`src/rtl/fm_synth_pkg.sv`:
```
// Shared types and width helpers for the FM voice allocator.
package fm_synth_pkg;

    typedef enum logic [1:0] {IDLE, LOOKUP, APPLY} state_t;

    localparam int NOTE_BITS = 7;
    localparam int VEL_BITS  = 7;

    function automatic int age_w(input int n);
        return (n < 2) ? 1 : $clog2(n);
    endfunction

    function automatic int cnt_w(input int n);
        return $clog2(n + 1);
    endfunction

endpackage

```
`src/rtl/fm_voice_search.sv`:
```
// Combinational search over channel state: note match, free slot and oldest voice.
module fm_voice_search #(
    parameter int NUM_CHANNELS = 16,
    parameter int NOTE_BITS    = fm_synth_pkg::NOTE_BITS,
    parameter int AW           = fm_synth_pkg::age_w(NUM_CHANNELS)
) (
    input  logic [NUM_CHANNELS-1:0]                gate,
    input  logic [NUM_CHANNELS-1:0][NOTE_BITS-1:0] note,
    input  logic [NUM_CHANNELS-1:0][AW-1:0]        age,
    input  logic [NOTE_BITS-1:0]                   cmd_note,
    output logic                                   match_hit,
    output logic [AW-1:0]                          match_idx,
    output logic                                   free_hit,
    output logic [AW-1:0]                          free_idx,
    output logic                                   old_hit,
    output logic [AW-1:0]                          old_idx
);

    // Scanning high-to-low lets the lowest index win.
    always_comb begin
        match_hit = 1'b0;
        match_idx = '0;
        free_hit  = 1'b0;
        free_idx  = '0;
        old_hit   = 1'b0;
        old_idx   = '0;
        for (int i = NUM_CHANNELS - 1; i >= 0; i--) begin
            if (gate[i] && note[i] == cmd_note) begin
                match_hit = 1'b1;
                match_idx = AW'(i);
            end
            if (!gate[i]) begin
                free_hit = 1'b1;
                free_idx = AW'(i);
            end
            if (gate[i] && age[i] == AW'(NUM_CHANNELS - 1)) begin
                old_hit = 1'b1;
                old_idx = AW'(i);
            end
        end
    end

endmodule

```
`src/rtl/fm_voice_alloc.sv`:
```
// Polyphonic voice allocator: note commands in, per-channel carrier/velocity/gate out.
module fm_voice_alloc #(
    parameter int NUM_CHANNELS = 16,
    parameter int NUM_BITS     = 32,
    parameter int NOTE_BITS    = fm_synth_pkg::NOTE_BITS,
    parameter int VEL_BITS     = fm_synth_pkg::VEL_BITS
) (
    input  logic                                        clk,
    input  logic                                        rst,
    input  logic                                        cmd_valid,
    output logic                                        cmd_ready,
    input  logic                                        cmd_on,
    input  logic [NOTE_BITS-1:0]                        cmd_note,
    input  logic [VEL_BITS-1:0]                         cmd_vel,
    input  logic [NUM_BITS-1:0]                         cmd_inc,
    input  logic                                        mono,
    input  logic                                        all_off,
    output logic [NUM_CHANNELS*NUM_BITS-1:0]            carrier_out,
    output logic [NUM_CHANNELS*NUM_BITS-1:0]            velocity_out,
    output logic [NUM_CHANNELS-1:0]                     gate_out,
    output logic [fm_synth_pkg::cnt_w(NUM_CHANNELS)-1:0] active_count,
    output logic                                        steal_valid,
    output logic [fm_synth_pkg::age_w(NUM_CHANNELS)-1:0] steal_ch
);
    import fm_synth_pkg::*;

    localparam int AW = age_w(NUM_CHANNELS);
    localparam int CW = cnt_w(NUM_CHANNELS);

    typedef struct packed {
        logic                 on;
        logic                 mono;
        logic [NOTE_BITS-1:0] note;
        logic [VEL_BITS-1:0]  vel;
        logic [NUM_BITS-1:0]  inc;
    } cmd_t;

    state_t state, state_nxt;
    cmd_t   cmd;

    logic [NUM_CHANNELS-1:0][NUM_BITS-1:0]  carrier, velocity;
    logic [NUM_CHANNELS-1:0][NOTE_BITS-1:0] note;
    logic [NUM_CHANNELS-1:0]                gate, gate_nxt;
    logic [NUM_CHANNELS-1:0][AW-1:0]        age, age_nxt;
    logic [CW-1:0]                          cnt_nxt;

    logic          s_match_hit, s_free_hit, s_old_hit;
    logic [AW-1:0] s_match_idx, s_free_idx, s_old_idx;
    logic          match_hit, free_hit, old_hit;
    logic [AW-1:0] match_idx, free_idx, old_idx;

    logic          do_on, do_off, steal, tgt_active;
    logic [AW-1:0] tgt, tgt_age;

    assign carrier_out  = carrier;
    assign velocity_out = velocity;
    assign gate_out     = gate;
    assign cmd_ready    = (state == IDLE);

    fm_voice_search #(
        .NUM_CHANNELS (NUM_CHANNELS),
        .NOTE_BITS    (NOTE_BITS),
        .AW           (AW)
    ) u_search (
        .gate      (gate),
        .note      (note),
        .age       (age),
        .cmd_note  (cmd.note),
        .match_hit (s_match_hit),
        .match_idx (s_match_idx),
        .free_hit  (s_free_hit),
        .free_idx  (s_free_idx),
        .old_hit   (s_old_hit),
        .old_idx   (s_old_idx)
    );

    always_ff @(posedge clk) begin
        if (rst) state <= IDLE;
        else     state <= state_nxt;
    end

    always_comb begin
        state_nxt = state;
        case (state)
            IDLE:    if (cmd_valid) state_nxt = LOOKUP;
            LOOKUP:  state_nxt = APPLY;
            APPLY:   state_nxt = IDLE;
            default: state_nxt = IDLE;
        endcase
        if (all_off) state_nxt = IDLE;
    end

    // Target selection and age-rank update for the APPLY cycle.
    always_comb begin
        do_on  = 1'b0;
        do_off = 1'b0;
        steal  = 1'b0;
        tgt    = '0;
        if (cmd.mono) begin
            if (cmd.on)                                 do_on  = 1'b1;
            else if (gate[0] && note[0] == cmd.note)    do_off = 1'b1;
        end else if (cmd.on) begin
            do_on = 1'b1;
            if (match_hit)     tgt = match_idx;
            else if (free_hit) tgt = free_idx;
            else if (old_hit) begin
                tgt   = old_idx;
                steal = 1'b1;
            end else do_on = 1'b0;
        end else if (match_hit) begin
            do_off = 1'b1;
            tgt    = match_idx;
        end
        tgt_active = gate[tgt];
        tgt_age    = age[tgt];

        gate_nxt = gate;
        age_nxt  = age;
        for (int i = 0; i < NUM_CHANNELS; i++) begin
            if (do_on && gate[i] && (!tgt_active || age[i] < tgt_age))
                age_nxt[i] = age[i] + AW'(1);
            else if (do_off && gate[i] && age[i] > tgt_age)
                age_nxt[i] = age[i] - AW'(1);
        end
        if (do_on || do_off) begin
            gate_nxt[tgt] = do_on;
            age_nxt[tgt]  = '0;
        end

        cnt_nxt = '0;
        for (int i = 0; i < NUM_CHANNELS; i++) cnt_nxt += CW'(gate_nxt[i]);
    end

    always_ff @(posedge clk) begin
        if (rst) begin
            carrier      <= '0;
            velocity     <= '0;
            note         <= '0;
            gate         <= '0;
            age          <= '0;
            active_count <= '0;
            steal_valid  <= 1'b0;
            steal_ch     <= '0;
            cmd          <= '0;
            match_hit    <= 1'b0;
            match_idx    <= '0;
            free_hit     <= 1'b0;
            free_idx     <= '0;
            old_hit      <= 1'b0;
            old_idx      <= '0;
        end else if (all_off) begin
            gate         <= '0;
            age          <= '0;
            active_count <= '0;
            steal_valid  <= 1'b0;
        end else begin
            steal_valid <= 1'b0;
            case (state)
                IDLE: if (cmd_valid) begin
                    // Zero velocity folds into note-off here so later stages see one flag.
                    cmd.on   <= cmd_on && (cmd_vel != '0);
                    cmd.mono <= mono;
                    cmd.note <= cmd_note;
                    cmd.vel  <= cmd_vel;
                    cmd.inc  <= cmd_inc;
                end
                LOOKUP: begin
                    match_hit <= s_match_hit;
                    match_idx <= s_match_idx;
                    free_hit  <= s_free_hit;
                    free_idx  <= s_free_idx;
                    old_hit   <= s_old_hit;
                    old_idx   <= s_old_idx;
                end
                APPLY: begin
                    gate         <= gate_nxt;
                    age          <= age_nxt;
                    active_count <= cnt_nxt;
                    if (do_on) begin
                        carrier[tgt]  <= cmd.inc;
                        velocity[tgt] <= NUM_BITS'(cmd.vel);
                        note[tgt]     <= cmd.note;
                    end
                    if (steal) begin
                        steal_valid <= 1'b1;
                        steal_ch    <= tgt;
                    end
                end
                default: ;
            endcase
        end
    end

endmodule

```
`config.mk`:
```
export PLATFORM = sky130hd
export DESIGN_NAME = fm_voice_alloc
export DESIGN_NICKNAME = d
export VERILOG_FILES = /design/src/rtl/fm_synth_pkg.sv /design/src/rtl/fm_voice_search.sv /design/src/rtl/fm_voice_alloc.sv
export SDC_FILE = /design/constraint.sdc
export NUM_CORES = 2
export LEC_CHECK = 0
export BUFFER_PORTS_ARGS = -buffer_cell sky130_fd_sc_hd__buf_2
export CAP_MARGIN = 20
export CORE_AREA = 2 2 435 437
export CTS_CLUSTER_DIAMETER = 40
export DETAILED_ROUTE_END_ITERATION = 12
export DIE_AREA = 0 0 437 439
export SLEW_MARGIN = 20
export SYNTH_ARGS = -nofsm -noshare
export SYNTH_HDL_FRONTEND = slang
export SYNTH_SLANG_ARGS = --single-unit
```
`constraint.sdc`:
```
create_clock -name clk -period 7.2 [get_ports clk]
set_input_delay 0.72 -clock clk [delete_from_list [all_inputs] [get_ports clk]]
set_output_delay 0.72 -clock clk [all_outputs]
set_load 0.01 [all_outputs]
```
==> summary by stage <==
Run status
The run finished with clean final reports.

Clocking
The maximum level of the CTS H-tree is 4. In this run, CTS created clock tree buffers numbering 141. CTS saw 891 sinks. The setup fix buffers added after clock tree synthesis is 0. Clock tree synthesis selected as its root buffer the cell sky130_fd_sc_hd__clkbuf_16. The clock passes through at most 3 buffers. The clock-pin slew of the registers on the worst-case setup and hold paths is approximately 0.060 ns. The count of cells resized by post-cts repair is 0. The clock tree from TritonCTS is built.

For the worst-skew pair, the clock arrives at the later sink with an insertion delay of slightly below 0.8 ns. Hold repair after CTS inserted 0 buffers.

Critical path
The critical path data arrival time is just under 7 ns. Of all nets on the critical path, the largest fanout is 19. STA classifies the critical path endpoint as a flop. The data required time at the worst endpoint is between 7 and 8 ns. Counting cells, the worst reg-to-reg path comes to 17.

The nature of the critical path startpoint is a flop. The type of the worst setup path is flop to flop.

Power and ir drop
The power consumption is between 10000 and 15000 uW. The share of total power dissipated in the clock network is 0.566. The net load switching power is between 3000 and 4000 uW. Of the total power, registers draw 0.400.

Of the total power, the share spent switching nets is 0.257. The static leakage power is between 0.015 and 0.02 uW. Cell internal power was estimated by the tool at 9280 uW.

The power density relative to cell area is 248 nW/um2. The worst-case IR drop observed on VDD is about 0.00021 V. The part of the power in combinational logic is 0.035.

Worst hold path
The path class of the tightest hold or removal check is input port to flop. The worst hold path was traced through 3 stages.

Finish
The library cells used most frequently in the layout, excluding fill and tap cells, are sky130_fd_sc_hd__nand2_1 (1720), sky130_fd_sc_hd__dfxtp_1 (882), sky130_fd_sc_hd__a21oi_1 (873), sky130_fd_sc_hd__buf_2 (701), sky130_fd_sc_hd__conb_1 (400). The fraction of final layout cells with drive strength greater than 1 is 0.186. Relative to the synthesized area, the layout overhead comes to 23.5%. The final instance count without filler cells is between 8000 and 9000.

Fill cells in the final layout number 20400. The library cell used most frequently in the layout, excluding fill and tap cells, is sky130_fd_sc_hd__nand2_1. At the end of the flow, the number of nets in the layout was just over 6000.

Die
The floorplan step set the die width to 437 um. The floorplan step defined a die boundary enclosing ~190000 um2. The initial cell density of the core is 0.218.

The total number of placement rows is 159. The floorplan die height is about 440 um. The floorplan step defined a core boundary enclosing around 190000 um2. The I/O pin count is 1103.

Synth
The share of synthesized area in the top cell type comes to 0.438. The number of warning messages in the yosys log is 0. For this run, the leading register cell type out of synthesis is sky130_fd_sc_hd__dfxtp_1. Counting flops with an async set or reset pin after synthesis yields a share of 0.

Synthesis inferred between 800 and 900 register bits. The number of cells produced by synthesis is between 5000 and 6000. The mean instance size in the synthesized netlist is between 7 and 8 um2. In this run, distinct cell masters in the synthesized netlist total a little over 80. By area the synthesized netlist is led by sky130_fd_sc_hd__dfxtp_1 (44%), sky130_fd_sc_hd__nand2_1 (16%), sky130_fd_sc_hd__a21oi_1 (11%).

The cell accounting for the most synthesized area is sky130_fd_sc_hd__dfxtp_1. The synthesized design contains 0 enable-type register cells. The post-synthesis instance area is between 40000 and 50000 um2. The share of the Yosys chip area taken by registers is 0.438.

Flow run
The tool flagged a number of max-cap violations equal to 0.

Timing
The maximum clock skew at final layout is between 0.05 and 0.06 ns. The count of final max-slew check failures is 0. The count of final setup violators is 0. Dividing the final minimum period by the clock period gives 0.854. The post-layout minimum cycle time is slightly above 6 ns.

Timing would allow up to 163 MHz. The pin slew with the least headroom to its limit is roughly 1.1 ns. The worst max-slew margin expressed relative to the limit is 0.262. The setup TNS is 0 ns. The tightest hold path in the finished design has a slack of 0.182 ns. Setup repair after global routing left no endpoint under its margin. The hold violation total from the final report is 0.

Drt
After detailed routing, the number of remaining DRC violations is 0. In the final routed layout, each cell accounts on average for ~20 um. Summed over all layers, the routed wires come to 175000 um.

In the routed layout, each cell is associated on average with a via count of 4.58. The number of iterations in the first detailed-routing pass is 6. The via count of the routed design is around 39000. The detail route stage leaves a number of antenna-violating nets equal to 0. The iteration-0 DRC count of the detailed router is roughly 3700.

GRT
After global routing the overflow that remains totals 0. Entering global routing, the biggest net connects around 220 pins. The number of global-route vias before repair was about 36000. The global-route usage over all layers is 0.172. The first-pass GRT wire length is roughly 250000 um. The number of antenna violations at the first check in global routing is 10.

Placement
The HPWL after detailed placement is ~120000 um. After detailed placement, the design holds a cell count of 8250. The final weighted congestion in routability-driven placement is slightly above 0.9. The number of buffers inserted by port buffering is about 700.
synthesized netlist by cell type, drive strengths merged (10+ instances only):
| library cell | instances |
|---|---|
| o21ai | 98 |
| nor4 | 17 |
| nor3 | 55 |
| nand2 | 1732 |
| or3 | 10 |
| inv | 65 |
| nand3 | 63 |
| nor2 | 137 |
| a22oi | 10 |
| nand4 | 78 |
| mux2i | 13 |
| dfxtp | 891 |
| o31ai | 26 |
| clkbuf | 386 |
| nand2b | 27 |
| a21oi | 878 |
| fa | 10 |
| a31oi | 14 |
| o22ai | 20 |
| buf | 416 |
| nor2b | 21 |
| xnor2 | 130 |
| ha | 101 |
worst max-delay path: stages (launching register included):
cell and delay [ns]:
sky130_fd_sc_hd__dfxtp_1 0.56, sky130_fd_sc_hd__nand2_1 0.22, sky130_fd_sc_hd__a221oi_2 0.50, sky130_fd_sc_hd__and2_1 0.77, sky130_fd_sc_hd__nand2_1 0.42, sky130_fd_sc_hd__o21ai_0 0.27
sky130_fd_sc_hd__o21a_1 0.17, sky130_fd_sc_hd__fa_1 0.48, sky130_fd_sc_hd__fa_1 0.51, sky130_fd_sc_hd__fa_1 0.56, sky130_fd_sc_hd__inv_1 0.06, sky130_fd_sc_hd__fa_1 0.50
sky130_fd_sc_hd__ha_1 0.18, sky130_fd_sc_hd__inv_1 0.06, sky130_fd_sc_hd__fa_1 0.40, sky130_fd_sc_hd__nor2b_1 0.14, sky130_fd_sc_hd__o211ai_1 0.09, sky130_fd_sc_hd__a21oi_1 0.16
final timing paths:
check                                      from                            end  slack [ns]
setup / recovery         match_hit$_SDFFE_PP0P_   active_count[4]$_SDFFE_PP0N_        1.05
hold / removal                       cmd_inc[1]            cmd[1]$_SDFFE_PP0P_        0.18
setup reg to reg         match_hit$_SDFFE_PP0P_   active_count[4]$_SDFFE_PP0N_        1.05
hold reg to reg   carrier_out[172]$_SDFFE_PP0P_  carrier_out[172]$_SDFFE_PP0P_        0.45
layout make-up:
class                   count  area [um2]  share of cell area
clock buffers             171        3820              0.0760
diodes                      5        12.5            0.000249
flip-flops and latches    891       17800               0.355
well taps                2495        3120              0.0621
clock inverters            87        1170              0.0232
repair buffers            799        4270              0.0849
inverters                  65         244             0.00485
multi-input cells        4000       19800               0.394
kinds of logic after synthesis:
kind of cell | Yosys count | synth area share
DFF | 891 | 0.438
and+or+nand+nor | 2195 | 0.221
adders and majority gates | 111 | 0.0360
xor gates and xnor gates | 137 | 0.0295
muxes | 18 | 0.00458
other | 1 | 0.0000921
AOI/OAI and AO/OA | 1139 | 0.154
buffers and inverters | 867 | 0.117
sequential cells by signal, summed over array words and instances (netlist names):
signal	flops
velocity_out	112
age	64
active_count	5
old_idx	4
cmd	48
state	2
note	112
gate_out	16
carrier_out	512
free_hit	1
steal_ch	4
match_hit	1
old_hit	1
steal_valid	1
match_idx	4
free_idx	4
power groups by stage:
stage          registers [uW]  clock network [uW]  logic [uW]
6_report                 4990                7070         432
5_1_grt                  4990                7420         462
4_1_cts                  5000                7200         428
3_5_place_dp             5100                   0         427
3_3_place_gp             5100                   0         425
2_1_floorplan            5060                   0         453
metal layers:
layer / GRT usage / part of all wire / vias up
met5: 0 / 0.000068 / -
met4: 0.0898 / 0.054 / 2
met3: 0.0466 / 0.090 / 433
met2: 0.289 / 0.48 / 1984
met1: 0.200 / 0.38 / 18600
li1: - / - / 17900
stage by stage:
step / setup WS [ns] / instance area (um2) / util
2_1_floorplan: 2.07 / 42200 / -
3_3_place_gp: 1.21 / 45300 / 0.242
3_5_place_dp: 1.24 / 45300 / 0.242
4_1_cts: 1.17 / 50300 / 0.269
5_1_grt: 0.575 / 50300 / 0.269
6_report: 1.05 / 50300 / 0.269
Note: power is estimated with default switching activity, not from simulation.
